[src/rtl/thunderbird_pkg.sv]
// Shared types and helpers for the sequential ThunderBird turn-light controller.
// The state enum is paired with a separate step counter k in the top level.
package thunderbird_pkg;

    localparam int MAX_LAMPS = 64;

    typedef enum logic [2:0] {
        ST_IDLE,
        ST_SEQ_L,
        ST_SEQ_R,
        ST_HAZ_ON,
        ST_HAZ_OFF
    } state_e;

    function automatic int step_width(input int lamps);
        return $clog2(lamps + 1);
    endfunction

    // Low k bits set; k=0 gives an all-zero mask.
    function automatic logic [MAX_LAMPS-1:0] thermo_mask(input int unsigned k);
        logic [MAX_LAMPS-1:0] mask;
        mask = '0;
        for (int unsigned i = 0; i < MAX_LAMPS; i++) begin
            if (i < k) begin
                mask[i] = 1'b1;
            end
        end
        return mask;
    endfunction

endpackage

[src/rtl/tick_prescaler.sv]
// Free-running divider producing a one-cycle step strobe every TICK_DIV clocks.
// With TICK_DIV=1 the counter stays at zero and the strobe is permanently high.
module tick_prescaler #(
    parameter int TICK_DIV = 4
) (
    input  logic clk,
    input  logic RESET_n,
    output logic tick
);

    localparam int CW = (TICK_DIV > 1) ? $clog2(TICK_DIV) : 1;

    logic [CW-1:0] cnt_q;
    logic [CW-1:0] cnt_d;

    assign tick = (cnt_q == CW'(TICK_DIV - 1));

    always_comb begin
        cnt_d = tick ? '0 : cnt_q + CW'(1);
    end

    always_ff @(posedge clk) begin
        if (!RESET_n) begin
            cnt_q <= '0;
        end else begin
            cnt_q <= cnt_d;
        end
    end

endmodule

[src/rtl/thunderbird_lights_seq.sv]
// Turn/hazard/brake lamp sequencer: the FSM advances only on prescaler steps,
// while the lamp banks are re-decoded every clock so Brake responds at once.
module thunderbird_lights_seq
    import thunderbird_pkg::*;
#(
    parameter int LAMPS    = 3,
    parameter int TICK_DIV = 4
) (
    input  logic             clk,
    input  logic             RESET_n,
    input  logic             TurnLeft,
    input  logic             TurnRight,
    input  logic             Hazard,
    input  logic             Brake,
    output logic [LAMPS-1:0] Left,
    output logic [LAMPS-1:0] Right,
    output logic             Tick
);

    localparam int SW = step_width(LAMPS);

    state_e           state_q, state_d;
    logic [SW-1:0]    k_q, k_d;
    logic [LAMPS-1:0] left_q, left_d;
    logic [LAMPS-1:0] right_q, right_d;
    logic             tick_q;
    logic             tick_int;
    logic             haz;

    tick_prescaler #(
        .TICK_DIV(TICK_DIV)
    ) u_prescaler (
        .clk    (clk),
        .RESET_n(RESET_n),
        .tick   (tick_int)
    );

    // Both turn stalks at once is deliberately treated as a hazard request.
    assign haz = Hazard | (TurnLeft & TurnRight);

    always_comb begin
        state_d = state_q;
        k_d     = k_q;
        if (tick_int) begin
            case (state_q)
                ST_IDLE, ST_HAZ_OFF: begin
                    k_d = '0;
                    if (haz) begin
                        state_d = ST_HAZ_ON;
                    end else if (TurnLeft) begin
                        state_d = ST_SEQ_L;
                        k_d     = SW'(1);
                    end else if (TurnRight) begin
                        state_d = ST_SEQ_R;
                        k_d     = SW'(1);
                    end else begin
                        state_d = ST_IDLE;
                    end
                end
                ST_SEQ_L: begin
                    if (haz) begin
                        state_d = ST_HAZ_ON;
                        k_d     = '0;
                    end else if (!TurnLeft || k_q == SW'(LAMPS)) begin
                        state_d = ST_IDLE;
                        k_d     = '0;
                    end else begin
                        k_d = k_q + SW'(1);
                    end
                end
                ST_SEQ_R: begin
                    if (haz) begin
                        state_d = ST_HAZ_ON;
                        k_d     = '0;
                    end else if (!TurnRight || k_q == SW'(LAMPS)) begin
                        state_d = ST_IDLE;
                        k_d     = '0;
                    end else begin
                        k_d = k_q + SW'(1);
                    end
                end
                ST_HAZ_ON: begin
                    state_d = ST_HAZ_OFF;
                    k_d     = '0;
                end
                default: begin
                    state_d = ST_IDLE;
                    k_d     = '0;
                end
            endcase
        end
    end

    // Decode from next state so lamps change on the same edge as the state.
    always_comb begin
        left_d  = Brake ? '1 : '0;
        right_d = Brake ? '1 : '0;
        case (state_d)
            ST_SEQ_L:  left_d  = LAMPS'(thermo_mask(32'(k_d)));
            ST_SEQ_R:  right_d = LAMPS'(thermo_mask(32'(k_d)));
            ST_HAZ_ON: begin
                left_d  = '1;
                right_d = '1;
            end
            default: ;
        endcase
    end

    always_ff @(posedge clk) begin
        if (!RESET_n) begin
            state_q <= ST_IDLE;
            k_q     <= '0;
            left_q  <= '0;
            right_q <= '0;
            tick_q  <= 1'b0;
        end else begin
            state_q <= state_d;
            k_q     <= k_d;
            left_q  <= left_d;
            right_q <= right_d;
            tick_q  <= tick_int;
        end
    end

    assign Left  = left_q;
    assign Right = right_q;
    assign Tick  = tick_q;

endmodule

[config.mk]
export PLATFORM = sky130hd
export DESIGN_NAME = thunderbird_lights_seq
export DESIGN_NICKNAME = d
export VERILOG_FILES = /design/src/rtl/thunderbird_pkg.sv /design/src/rtl/tick_prescaler.sv /design/src/rtl/thunderbird_lights_seq.sv
export SDC_FILE = /design/constraint.sdc
export NUM_CORES = 1
export LEC_CHECK = 0
export CAP_MARGIN = 20
export CORE_MARGIN = 5
export CORE_UTILIZATION = 35
export CTS_CLUSTER_SIZE = 25
export DETAILED_ROUTE_END_ITERATION = 12
export SLEW_MARGIN = 20
export SYNTH_ARGS = -nofsm -noshare
export SYNTH_HDL_FRONTEND = slang
export SYNTH_SLANG_ARGS = --single-unit
[constraint.sdc]
create_clock -name clk -period 1.5 [get_ports clk]
set_input_delay 0.15 -clock clk [delete_from_list [all_inputs] [get_ports clk]]
set_output_delay 0.15 -clock clk [all_outputs]
set_load 0.005 [all_outputs]
==> flow_summary.json <==
{
  "die_area_um2": 3070,
  "clk_pin_slew_ns": 0.08,
  "drc": 0,
  "tritoncts": "done",
  "grt_pass1_vias": 615,
  "drv_slew": 0,
  "syn_nets": 80,
  "die_h_um": 55.4,
  "fp-row-count": 16,
  "critPathMaxStageDelay_ns": 0.34,
  "grt_remaining_overflow": 0,
  "pin_count": 13,
  "crit_family": "simple AND/OR/NAND/NOR gates",
  "grtUsageTotal": 0.104,
  "endpoint_kind": "flop",
  "core-area_um2": 1960,
  "fin_crit_ns": 1.49,
  "hp-class": "reg2reg",
  "finalHoldViolations": 0,
  "multi_input_area_um2": 475,
  "vias_per_cell": 5.06,
  "critPathArrivalTime_ns": 1.64,
  "max-slew-margin-rel": 0.682,
  "area.sequential_um2": 292,
  "powerDensity_nw_per_um2": 829,
  "place_congestion": 0.797,
  "synth_top_family_by_area": "compound AO/OA/AOI/OAI gates",
  "clockRootBuffer": "clkbuf_4",
  "placedInstanceArea_um2": 923,
  "portBuffers": 12,
  "synth_fa_ha_area_frac": 0.0347,
  "die_x_um": 55.4,
  "power_uw": 869,
  "syn_inst": 72,
  "p_leak_nw": 0.427,
  "synthMuxAreaShare": 0,
  "crit_required_ns": 1.66,
  "final_area_um2": 1050,
  "area_growth_pct": 45.2,
  "worstSetupPathType": "reg2reg",
  "worstMarginPinSlew_ns": 0.472,
  "wl_per_cell_um": 13.0,
  "grt_max_degree": 11,
  "synthesis.area_um2": 722,
  "synth-seq-cells": 14,
  "rsz0062_at_grt": "yes",
  "synth-compound-area-share": 0.263,
  "cp-start-kind": "flop",
  "synth-xor-area-share": 0,
  "crit_fanout": 7,
  "r2r_setup_slack_ns": 0.01,
  "fin_skew_ns": 0.00140,
  "dp.final_hpwl_um": 1190,
  "nFillCells": 187,
  "cts_htree_levels": 1,
  "stdcell_count": 122,
  "layout_setup_ws_ns": 0.0136,
  "drt_iter0_drc": 1,
  "crit_path_cell_trace": "ha_4, and2b_1, and3_1, a32o_2, nor2_2, a21oi_1",
  "timing.fmax_mhz": 673,
  "cap_violations": 0,
  "cts.path.max_buffers": 2,
  "syn_area_per_cell_um2": 10.0,
  "place_inst": 118,
  "yosys.area_share.simple": 0.260,
  "cts_sinks": 14,
  "crit_buf_inv": 0,
  "drt-pass1-iter-count": 2,
  "cts_made_buffers": 3,
  "layout.nets": 104,
  "post-route-period-util": 0.991,
  "setup_viol": 0,
  "start_util": 0.368,
  "grt_pass1_wl_um": 2680,
  "drt.antenna.violating_nets": 0,
  "crit_slowest_cell": "dfxtp_2",
  "clk_latency_ns": 0.27,
  "drive_above_1_share": 0.453,
  "seq_area_frac_synth": 0.388,
  "pre_cts_slack_ns": -0.304,
  "finalWirelength_um": 1580,
  "yosysUniqueCellTypes": 30,
  "outcome": "finished clean",
  "antenna_found_initial": 0,
  "diodes": 0,
  "vdd.ir_drop.worst_uv": 492,
  "vias": 617,
  "yosys_warnings": 0
}
## final cells by class
cell class	instances	area share
Clock buffer	4	0.0346
Inverter	3	0.0107
Multi-Input combinational cell	52	0.453
Sequential cell	14	0.278
Tap cell	27	0.0322
Timing Repair Buffer	22	0.191
## metrics by stage
stage                util  hold slack (ns)  TNS [ns]
floorplan               -            0.272         0
global placement    0.471            0.415     -1.92
detailed placement  0.471            0.428     -1.95
CTS                 0.502            0.442         0
global route        0.534            0.452    -0.176
finish              0.534            0.438         0
## timing repair
action / CTS / global route
setup buffers: 0 / 1
hold buffers: 0 / 0
endpoints found under the setup margin: 8 / 6
pin swaps: 6 / 5
cloned: 0 / 0
gates resized for setup: 14 / 19
## state kept, by name, summed over array words and instances (netlist names)
name,cells
Tick,1
Right,3
state_q,3
u_prescaler.cnt_q,2
k_q,2
Left,3
## where the power goes
part	total (mW)	internal, mW	switching [mW]
clock	0.264	0.148	0.116
combinational	0.186	0.112	0.0745
sequential	0.419	0.399	0.0197
total	0.869	0.658	0.211
## worst reg2reg max path, stage by stage (launching register included)
cell and delay (ns):
dfxtp_2 0.34, ha_4 0.18, and2b_1 0.18, and3_1 0.16
a32o_2 0.30, nor2_2 0.14, a21oi_1 0.08
## cell usage after synthesis
cell type | instances | area, um2
dfxtp_1 | 14 | 280
a21oi_1 | 8 | 40.0
and2_1 | 6 | 37.5
o21ai_0 | 6 | 30.0
inv_1 | 3 | 11.3
nor2_1 | 3 | 11.3
and3_1 | 2 | 12.5
buf_6 | 2 | 22.5
ha_1 | 2 | 25.0
nand3b_4 | 2 | 40.0
nor2b_1 | 2 | 12.5
nor4b_1 | 2 | 17.5
o21ba_2 | 2 | 20.0
o221ai_1 | 2 | 17.5
a2111oi_4 | 1 | 27.5
a211oi_1 | 1 | 7.51
a21boi_0 | 1 | 7.51
a22oi_1 | 1 | 7.51
a2bb2oi_2 | 1 | 15.0
a32o_1 | 1 | 10.0
and2_2 | 1 | 7.51
and2_4 | 1 | 8.76
and2b_1 | 1 | 7.51
buf_2 | 1 | 5.00
nand2_1 | 1 | 3.75
nand3_1 | 1 | 5.00
nand4b_1 | 1 | 8.76
nor3b_1 | 1 | 7.51
o31ai_1 | 1 | 7.51
or2b_1 | 1 | 7.51
## path summary, 6_finish.rpt
check	depth (start not counted)	endpoint	startpoint
worst max-delay path	6	Left[0]$_SDFF_PN0_	u_prescaler.cnt_q[0]$_SDFF_PP0_
worst min-delay path	1	u_prescaler.cnt_q[0]$_SDFF_PP0_	u_prescaler.cnt_q[0]$_SDFF_PP0_
worst max register to register	6	Left[0]$_SDFF_PN0_	u_prescaler.cnt_q[0]$_SDFF_PP0_
worst min register to register	1	u_prescaler.cnt_q[0]$_SDFF_PP0_	u_prescaler.cnt_q[0]$_SDFF_PP0_
## cell usage in the layout, fill, tap and decap left out, types with 3 or more instances in the layout
master           instances
a21oi_2                  4
dfxtp_1                  9
buf_4                    9
inv_1                    3
o21ai_1                  5
dfxtp_2                  3
clkdlybuf4s50_1         10
and2_1                   5
clkbuf_4                 3
a21oi_1                  4
## layer usage
metal,vias to the layer above,part of all wire,GRT usage
li1,311,-,-
met5,-,0,0
met4,0,0.0095,0.0208
met1,296,0.43,0.119
met2,8,0.51,0.184
met3,2,0.040,0.0396
## kinds of logic after synthesis
family / Yosys count
AND/OR/NAND/NOR: 25
buffers and inverters: 6
AO/OA/AOI/OAI: 25
adder cells (fa/ha/maj): 2
flip-flops: 14
Note: power is estimated with default switching activity, not from simulation.
